==> src/rtl/avr_ctrl_pkg.sv <==
// rtl/avr_ctrl_pkg.sv - shared IDs, select encodings and states for the AVR control sequencer
package avr_ctrl_pkg;

  typedef logic [1:0] state_t;

  localparam state_t ST_IDLE     = 2'd0;
  localparam state_t ST_EXEC     = 2'd1;
  localparam state_t ST_IRQ_PUSH = 2'd2;
  localparam state_t ST_IRQ_VEC  = 2'd3;

  localparam logic [31:0] ID_BR_FIRST  = 32'h04;
  localparam logic [31:0] ID_BR_LAST   = 32'h08;
  localparam logic [31:0] ID_SREG_ST_A = 32'h0A;
  localparam logic [31:0] ID_ALU_IMM_A = 32'h0D;
  localparam logic [31:0] ID_IO_ADDR   = 32'h11;
  localparam logic [31:0] ID_LD        = 32'h19;
  localparam logic [31:0] ID_LDI       = 32'h20;
  localparam logic [31:0] ID_MOV_RD2   = 32'h22;
  localparam logic [31:0] ID_SP_LOAD   = 32'h29;
  localparam logic [31:0] ID_POP       = 32'h2A;
  localparam logic [31:0] ID_PUSH      = 32'h2B;
  localparam logic [31:0] ID_RCALL     = 32'h2C;
  localparam logic [31:0] ID_RET       = 32'h2D;
  localparam logic [31:0] ID_RETI      = 32'h2E;
  localparam logic [31:0] ID_JUMP_ABS  = 32'h2F;
  localparam logic [31:0] ID_SREG_ST_B = 32'h32;
  localparam logic [31:0] ID_ST        = 32'h38;
  localparam logic [31:0] ID_ALU_IMM_B = 32'h41;

  localparam logic [2:0] MM_ADDR_RF     = 3'd0;
  localparam logic [2:0] MM_ADDR_IO     = 3'd1;
  localparam logic [2:0] MM_ADDR_SP     = 3'd2;
  localparam logic [2:0] MM_ADDR_SP_INC = 3'd3;
  localparam logic [2:0] MM_ADDR_SREG   = 3'd4;

  localparam logic [2:0] MM_DATA_RD1     = 3'd0;
  localparam logic [2:0] MM_DATA_PC_LO   = 3'd1;
  localparam logic [2:0] MM_DATA_PC_HI   = 3'd2;
  localparam logic [2:0] MM_DATA_SREG_NI = 3'd3;
  localparam logic [2:0] MM_DATA_PC_EXT  = 3'd4;

  localparam logic       ALU1_RF  = 1'b0;
  localparam logic       ALU1_SP  = 1'b1;
  localparam logic [1:0] ALU2_RF  = 2'd0;
  localparam logic [1:0] ALU2_IMM = 2'd1;
  localparam logic [1:0] ALU2_ONE = 2'd2;

  localparam logic       RF_WA_RD  = 1'b0;
  localparam logic       RF_WA_ALT = 1'b1;
  localparam logic [2:0] RF_WD_ALU = 3'd0;
  localparam logic [2:0] RF_WD_MEM = 3'd1;
  localparam logic [2:0] RF_WD_IMM = 3'd2;
  localparam logic [2:0] RF_WD_RD2 = 3'd3;

  localparam logic [1:0] PC_NEW_VEC = 2'd0;
  localparam logic [1:0] PC_NEW_REL = 2'd1;
  localparam logic [1:0] PC_NEW_ABS = 2'd2;

  typedef struct packed {
    logic       sp_inl_sel;
    logic [2:0] mm_addr_sel;
    logic [2:0] mm_data_sel;
    logic       alu_arg1_sel;
    logic [1:0] alu_arg2_sel;
    logic       rf_wa_sel;
    logic [2:0] rf_wd_sel;
    logic [1:0] pc_new_sel;
    logic       mm_we;
    logic       sp_we;
  } sel_t;

  // Number of execute cycles an instruction occupies.
  function automatic logic [2:0] seq_len(input logic [31:0] id, input int pc_bytes);
    case (id)
      ID_PUSH, ID_POP, ID_LD, ID_ST: return 3'd2;
      ID_RCALL, ID_RET, ID_RETI:     return 3'(pc_bytes + 1);
      default:                       return 3'd1;
    endcase
  endfunction

endpackage

==> src/rtl/ctrl_select_decode.sv <==
// rtl/ctrl_select_decode.sv - combinational (state, stage, id) to datapath select vector
module ctrl_select_decode
  import avr_ctrl_pkg::*;
#(
  parameter int ID_W     = 8,
  parameter int PC_BYTES = 2
) (
  input  state_t          state,
  input  logic [1:0]      stage,
  input  logic [ID_W-1:0] id,
  output sel_t            sel
);

  logic [31:0] idx;
  logic [2:0]  len;
  logic        last;

  assign idx  = 32'(id);
  assign len  = seq_len(idx, PC_BYTES);
  assign last = ({1'b0, stage} == len - 3'd1);

  // Return-address bytes go out low first, extension byte last.
  function automatic logic [2:0] push_data(input logic [1:0] stg);
    case (stg)
      2'd0:    return MM_DATA_PC_LO;
      2'd1:    return MM_DATA_PC_HI;
      default: return MM_DATA_PC_EXT;
    endcase
  endfunction

  always_comb begin
    sel = '0;
    case (state)
      ST_EXEC: begin
        case (idx) inside
          ID_LD, ID_ST: begin
            if (stage == 2'd0) begin
              sel.mm_addr_sel = MM_ADDR_RF;
              sel.rf_wa_sel   = RF_WA_ALT;
              if (idx == ID_ST) begin
                sel.rf_wd_sel = RF_WD_MEM;
                sel.mm_we     = 1'b1;
              end
            end
          end
          ID_PUSH: begin
            if (stage == 2'd0) begin
              sel.mm_addr_sel = MM_ADDR_SP;
              sel.mm_we       = 1'b1;
            end else begin
              sel.alu_arg1_sel = ALU1_SP;
              sel.alu_arg2_sel = ALU2_ONE;
              sel.sp_we        = 1'b1;
            end
          end
          ID_POP: begin
            if (stage == 2'd0) begin
              sel.alu_arg1_sel = ALU1_SP;
              sel.alu_arg2_sel = ALU2_ONE;
              sel.sp_we        = 1'b1;
            end else begin
              sel.mm_addr_sel = MM_ADDR_SP_INC;
            end
          end
          ID_RCALL: begin
            if (last) begin
              sel.pc_new_sel = PC_NEW_ABS;
            end else begin
              sel.mm_data_sel = push_data(stage);
              sel.mm_we       = 1'b1;
              sel.sp_we       = 1'b1;
            end
          end
          ID_RET, ID_RETI: begin
            if (!last) begin
              sel.alu_arg2_sel = ALU2_ONE;
              sel.sp_we        = 1'b1;
            end
          end
          ID_ALU_IMM_A, ID_ALU_IMM_B: sel.alu_arg2_sel = ALU2_IMM;
          [ID_BR_FIRST:ID_BR_LAST]:   sel.pc_new_sel   = PC_NEW_REL;
          ID_JUMP_ABS:                sel.pc_new_sel   = PC_NEW_ABS;
          ID_SREG_ST_A, ID_SREG_ST_B: begin
            sel.mm_addr_sel = MM_ADDR_SREG;
            sel.mm_data_sel = MM_DATA_SREG_NI;
            sel.mm_we       = 1'b1;
          end
          ID_IO_ADDR: sel.mm_addr_sel = MM_ADDR_IO;
          ID_SP_LOAD: begin
            sel.mm_addr_sel = MM_ADDR_IO;
            sel.sp_inl_sel  = 1'b1;
          end
          ID_LDI:     sel.rf_wd_sel = RF_WD_IMM;
          ID_MOV_RD2: sel.rf_wd_sel = RF_WD_RD2;
          default: ;
        endcase
      end
      ST_IRQ_PUSH: begin
        sel.mm_data_sel = push_data(stage);
        sel.mm_we       = 1'b1;
        sel.sp_we       = 1'b1;
      end
      ST_IRQ_VEC: begin
        // The SREG write with I inverted is what masks further interrupts.
        sel.pc_new_sel  = PC_NEW_VEC;
        sel.mm_addr_sel = MM_ADDR_SREG;
        sel.mm_data_sel = MM_DATA_SREG_NI;
        sel.mm_we       = 1'b1;
      end
      default: ;
    endcase
  end

endmodule

==> src/rtl/control_sequencer.sv <==
// rtl/control_sequencer.sv - multi-cycle AVR control sequencer with interrupt entry
module control_sequencer
  import avr_ctrl_pkg::*;
#(
  parameter int ID_W     = 8,
  parameter int PC_BYTES = 2
) (
  input  logic            clk,
  input  logic            reset,
  input  logic            instr_valid,
  input  logic [ID_W-1:0] instruction_id,
  input  logic            irq_req,
  input  logic            i_flag,
  output logic            busy,
  output logic            instr_done,
  output logic            irq_ack,
  output logic [1:0]      stage,
  output logic            mm_we,
  output logic            sp_we,
  output logic            sp_inl_sel,
  output logic [2:0]      mm_addr_sel,
  output logic            alu_arg1_sel,
  output logic [1:0]      alu_arg2_sel,
  output logic            rf_wa_sel,
  output logic [2:0]      rf_wd_sel,
  output logic [1:0]      pc_new_sel,
  output logic [2:0]      mm_data_sel
);

  if (PC_BYTES != 2 && PC_BYTES != 3) begin : g_bad_pc_bytes
    $error("control_sequencer: PC_BYTES must be 2 or 3");
  end

  state_t          state_q, state_d;
  logic [1:0]      stage_q, stage_d;
  logic [ID_W-1:0] id_q, id_d;
  logic [2:0]      cur_len, nxt_len;
  logic            last_cycle;
  logic            irq_take;
  sel_t            sel_d, sel_q;
  logic            done_d, ack_d;

  assign cur_len    = seq_len(32'(id_q), PC_BYTES);
  assign nxt_len    = seq_len(32'(id_d), PC_BYTES);
  assign last_cycle = (state_q == ST_EXEC) && ({1'b0, stage_q} == cur_len - 3'd1);
  assign irq_take   = irq_req && i_flag;

  always_comb begin
    state_d = state_q;
    stage_d = stage_q;
    id_d    = id_q;
    case (state_q)
      ST_IDLE, ST_EXEC: begin
        if (state_q == ST_IDLE || last_cycle) begin
          // Instruction boundary: a pending enabled interrupt wins and the
          // instruction stays held on the decoder until we come back.
          stage_d = 2'd0;
          if (irq_take) begin
            state_d = ST_IRQ_PUSH;
          end else if (instr_valid) begin
            state_d = ST_EXEC;
            id_d    = instruction_id;
          end else begin
            state_d = ST_IDLE;
          end
        end else begin
          stage_d = stage_q + 2'd1;
        end
      end
      ST_IRQ_PUSH: begin
        if (stage_q == 2'(PC_BYTES - 1)) begin
          state_d = ST_IRQ_VEC;
          stage_d = 2'd0;
        end else begin
          stage_d = stage_q + 2'd1;
        end
      end
      default: begin
        // A held instruction starts straight after the vector cycle.
        stage_d = 2'd0;
        if (instr_valid) begin
          state_d = ST_EXEC;
          id_d    = instruction_id;
        end else begin
          state_d = ST_IDLE;
        end
      end
    endcase
  end

  ctrl_select_decode #(
    .ID_W     (ID_W),
    .PC_BYTES (PC_BYTES)
  ) u_decode (
    .state (state_d),
    .stage (stage_d),
    .id    (id_d),
    .sel   (sel_d)
  );

  assign done_d = (state_d == ST_EXEC) && ({1'b0, stage_d} == nxt_len - 3'd1);
  assign ack_d  = (state_d == ST_IRQ_PUSH) && (stage_d == 2'd0);

  always_ff @(posedge clk or posedge reset) begin
    if (reset) begin
      state_q    <= ST_IDLE;
      stage_q    <= 2'd0;
      id_q       <= '0;
      sel_q      <= '0;
      busy       <= 1'b0;
      instr_done <= 1'b0;
      irq_ack    <= 1'b0;
    end else begin
      state_q    <= state_d;
      stage_q    <= stage_d;
      id_q       <= id_d;
      sel_q      <= sel_d;
      busy       <= (state_d != ST_IDLE);
      instr_done <= done_d;
      irq_ack    <= ack_d;
    end
  end

  assign stage        = stage_q;
  assign mm_we        = sel_q.mm_we;
  assign sp_we        = sel_q.sp_we;
  assign sp_inl_sel   = sel_q.sp_inl_sel;
  assign mm_addr_sel  = sel_q.mm_addr_sel;
  assign alu_arg1_sel = sel_q.alu_arg1_sel;
  assign alu_arg2_sel = sel_q.alu_arg2_sel;
  assign rf_wa_sel    = sel_q.rf_wa_sel;
  assign rf_wd_sel    = sel_q.rf_wd_sel;
  assign pc_new_sel   = sel_q.pc_new_sel;
  assign mm_data_sel  = sel_q.mm_data_sel;

endmodule

==> config.mk <==
export PLATFORM = sky130hd
export DESIGN_NAME = control_sequencer
export DESIGN_NICKNAME = d
export VERILOG_FILES = /design/src/rtl/avr_ctrl_pkg.sv /design/src/rtl/ctrl_select_decode.sv /design/src/rtl/control_sequencer.sv
export SDC_FILE = /design/constraint.sdc
export NUM_CORES = 1
export LEC_CHECK = 0
export CAP_MARGIN = 15
export CORE_MARGIN = 2
export CORE_UTILIZATION = 53
export DETAILED_ROUTE_END_ITERATION = 7
export PLACE_DENSITY = 0.8
export SLEW_MARGIN = 20
export SYNTH_ARGS = -nofsm -noshare
export SYNTH_HDL_FRONTEND = slang
export SYNTH_HIERARCHICAL = 1
export SYNTH_SLANG_ARGS = --single-unit
==> constraint.sdc <==
create_clock -name clk -period 3.8 [get_ports clk]
set_clock_uncertainty 0.05 [all_clocks]
set_input_delay 0.38 -clock clk [delete_from_list [all_inputs] [get_ports clk]]
set_output_delay 0.38 -clock clk [all_outputs]
set_load 0.05 [all_outputs]
==> impl_summary.md <==
Timing
The transition at the pin with the smallest max-transition slack is 0.768 ns. Setup repair after global routing left no endpoint under its margin. The total count of max-transition violations in the final report came to 0.

The total count of hold-check failures in the final report was 0. Of the available clock period, the critical path in the final layout requires just over 90%. The final-layout setup total negative slack is 0 ns. Derived from the worst setup path, the maximum achievable clock frequency is around 290 MHz. After layout, the worst setup slack is around 0.31 ns. In this run the tightest slew margin relative to its limit is between 40% and 50%. The final critical delay including setup and external delays is ~3.5 ns.

Setup violations remaining at the end of the flow were counted as 0.

Clocking
The total number of clock tree sinks is 33. The tree is rooted in a sky130_fd_sc_hd__clkbuf_8. The TritonCTS buffer count is 5. The clock tree synthesis step divided the H-tree into 2 levels. TritonCTS built the clock tree. The clock reaches the later pin of the worst-skew pair after approximately 0.28 ns. After clock tree synthesis, the clock-pin slew on the worst setup and hold paths is roughly 0.070 ns. In this run the deepest clock path goes through 2 buffers.

Power
The worst-case IR drop observed on VDD is ~0.00052 V. In this run the power density over the cells is about 800 nW/um^2. For this design the static power due to leakage is approximately 1.1 nW.

Synth
Synthesis inferred 33 register bits. A synthesized cell averages between 9 and 10 um^2. By area the synthesized netlist is led by sky130_fd_sc_hd__dfrtp_1, sky130_fd_sc_hd__mux2_1, sky130_fd_sc_hd__a2111oi_4. The fraction of the yosys area taken by sequential cells is between 30% and 40%. The most used flip-flop cell after synthesis is sky130_fd_sc_hd__dfrtp_1.

After synthesis, the share of flip-flops with an asynchronous set or reset is between 90% and 100%. The synthesized netlist occupies a cell area of 2130 um^2. During synthesis, Yosys emitted a total of 6 warnings. The number of nets produced by synthesis is around 230. The number of enable flip-flop cells after synthesis is 0.

Synthesis produced 213 cells. The top cell type's share of synthesized area is 38.8%. The cell accounting for the most synthesized area is sky130_fd_sc_hd__dfrtp_1.

The netlist uses 65 different library cells.

Worst hold path
The worst hold-check path type is in2async.

Place
The congestion estimate from routability-driven global placement came to a little under 0.9. The estimated wirelength of the detail-placed design is between 3000 and 4000 um. In this run the tool buffered the top-level ports with 35 buffer cells.

The number of placed instances, taps included, is between 200 and 300. The worst setup slack before clock tree synthesis is between 0.2 and 0.3 ns.

Drt
Detailed routing inserted a total of 1745 vias. The number of design rule violations left after detail routing is 0. The antenna violation net count after detailed routing is 0.

In this run, the number of DRC markers left after iteration 0 of detailed routing was slightly below 80. Before antenna repair, the detailed router went through 4 iterations. The routed wire length is between 4000 and 5000 um. The detail-routed net length per standard cell is about 16 um. Using the TritonRoute via totals, the vias-per-cell ratio works out to approximately 5.8.

Global routing
The total congestion overflow after global routing is 0. The first global-routing pass estimated approximately 7900 um of wire. The pin count of the biggest net entering global routing is 22. The number of antenna violations at the first check in global routing is 0.

The via count of the first global-routing pass is between 1500 and 2000. The global routing usage summed across all routing layers is between 20% and 30%.

Worst setup path
The most critical setup path has its startpoint at id_q[6]. The worst register-to-register path begins at id_q[6]. The top fanout value on the critical path is 9. The cell family with the largest share of critical-path delay is simple AND/OR/NAND/NOR gates. The required time of the critical path is 3.94 ns. The slack of the worst reg-to-reg path is ~0.31 ns. On the worst path, the slowest cell contributes a delay of ~0.60 ns. The critical path goes through nor3b_4 -> nand4_1 -> a211oi_2 -> nor3_4 -> a21oi_4 -> mux2_1 -> or4b_4 -> nor3_4 -> mux2_1 -> o31ai_1. The standard cell with the maximum stage delay on the critical path is sky130_fd_sc_hd__or4b_4. STA classifies the critical path endpoint as a register. The category of the worst setup path launch point is a register. Data arrives at the worst endpoint at ~3.6 ns. The critical path class is reg2reg. The count of buffering cells on the critical path with inverters included is 0.

Final layout
The number of diodes added for antenna fixing is 0. The fraction of final layout cells with drive strength greater than 1 is between 10 and 15%. The non-filler instance count after layout is 300. At the end of the flow the core is filled with cells to 66.3%.

The area growth from synthesis to layout is 22.9%. After the last flow step, the layout net total stands at around 270.

Die
The core region area is 3940 um^2. The die area is between 4000 and 5000 um^2. In this run the count of I/O pins placed on the die edge is 36. The die is between 60 and 70 um tall. Measured along the x axis, the die boundary spans 67.4 um. In this run the core area contains 23 standard-cell rows. The initial utilization of the core area, before any placement, comes to a little over half.

Outcome
The flow ran to the end, and the final reports show no timing, DRC or antenna violations.

Job
The max capacitance violation total is 0.
==> synthesized netlist by cell type (all sizes together) (3+ instances only) <==
cell	instances
and3	3
nor4	3
a211oi	3
nand2b	6
o211ai	3
nor3b	3
nand3	3
ha	6
or3b	3
a21oi	8
nor3	9
nor2	18
a2111oi	4
nor2b	10
nand3b	3
dfrtp	33
xnor2	4
nand4	3
o21ai	5
or3	4
buf	7
inv	12
clkbuf	5
nand2	13
mux2	8
==> power breakdown <==
| part | internal, mW | switching (mW) | total (mW) |
|---|---|---|---|
| Sequential | 0.448 | 0.0698 | 0.518 |
| Clock | 0.143 | 0.119 | 0.262 |
| Combinational | 0.473 | 0.849 | 1.32 |
| Total | 1.06 | 1.04 | 2.10 |
==> placed cells by master (no fill, tap or decap), types with 3 or more instances in the layout <==
cell type	instances
sky130_fd_sc_hd__a2111oi_4	3
sky130_fd_sc_hd__a21oi_1	7
sky130_fd_sc_hd__and3_1	3
sky130_fd_sc_hd__buf_4	7
sky130_fd_sc_hd__clkbuf_8	6
sky130_fd_sc_hd__clkdlybuf4s50_1	35
sky130_fd_sc_hd__dfrtp_1	33
sky130_fd_sc_hd__ha_1	6
sky130_fd_sc_hd__inv_1	11
sky130_fd_sc_hd__mux2_1	8
sky130_fd_sc_hd__nand2_1	13
sky130_fd_sc_hd__nand2b_1	6
sky130_fd_sc_hd__nand3_1	3
sky130_fd_sc_hd__nand3b_1	3
sky130_fd_sc_hd__nand4_1	3
sky130_fd_sc_hd__nor2_1	17
sky130_fd_sc_hd__nor2b_1	10
sky130_fd_sc_hd__nor3_1	6
sky130_fd_sc_hd__nor4_1	3
sky130_fd_sc_hd__o21ai_0	3
sky130_fd_sc_hd__or3_1	3
sky130_fd_sc_hd__xnor2_1	4
==> per-layer routing <==
metal  vias to the layer above  share of wire, %  GRT usage [%]  routed length (um)
met3                         9               5.1           4.50                 241
li1                        833                 -              -                   -
met4                         0               1.4           7.14                  64
met2                        61                51           39.9                2380
met5                         -                 0              0                   0
met1                       842                43           29.9                2020
==> kinds of logic (layout without fill, tap and decap cells) <==
group | after synthesis | count (layout) | share of synthesized area (%)
mux | 10 | 10 | 5.18
other cells | 1 | 1 | 0.176
xor+xnor | 5 | 5 | 2.06
simple gates | 92 | 92 | 26.9
buf+inv | 24 | 61 | 5.65
flops | 33 | 33 | 38.8
compound gates | 42 | 42 | 17.7
fa+ha+maj | 6 | 6 | 3.53
==> cell type report <==
type	count	area, um^2
Multi-Input combinational cell	156	1190
Inverter	12	45.0
Clock buffer	6	82.6
Tap cell	50	62.6
Fill cell	316	1330
Clock inverter	1	7.51
Timing Repair Buffer	42	403
Sequential cell	33	826
==> per-stage QoR <==
stage               instance area [um^2]  power, mW  hold WS, ns
floorplan                           2130       1.52        0.459
global placement                    2520       1.78        0.608
detailed placement                  2520       1.81        0.609
CTS                                 2610       2.08        0.518
global route                        2620       2.25        0.590
finish                              2620       2.10        0.488
==> timing repair <==
action                                  4_1_cts  5_1_grt
setup buffers                                 0        0
gates resized for setup                       0        1
hold buffers                                  0        0
endpoints found under the setup margin        0        2
==> path summary, 6_finish.rpt <==
check,to,depth (start not counted)
setup / recovery,sp_we,10
min in group clk,state_q[1],2
setup reg to reg,sp_we,10
hold reg to reg,state_q[1],2
max in group asynchronous,id_q[1],3
hold / removal,rf_wd_sel[0],2
==> registers in the layout, indices dropped and copies added, names as in the netlist <==
signal and flops:
sp_we 1, pc_new_sel 2, instr_done 1, irq_ack 1, alu_arg2_sel 2, mm_addr_sel 3
id_q 8, busy 1, state_q 2, alu_arg1_sel 1, mm_we 1, rf_wa_sel 1
stage 2, sp_inl_sel 1, mm_data_sel 3, rf_wd_sel 3
Note: power is estimated with default switching activity, not from simulation.
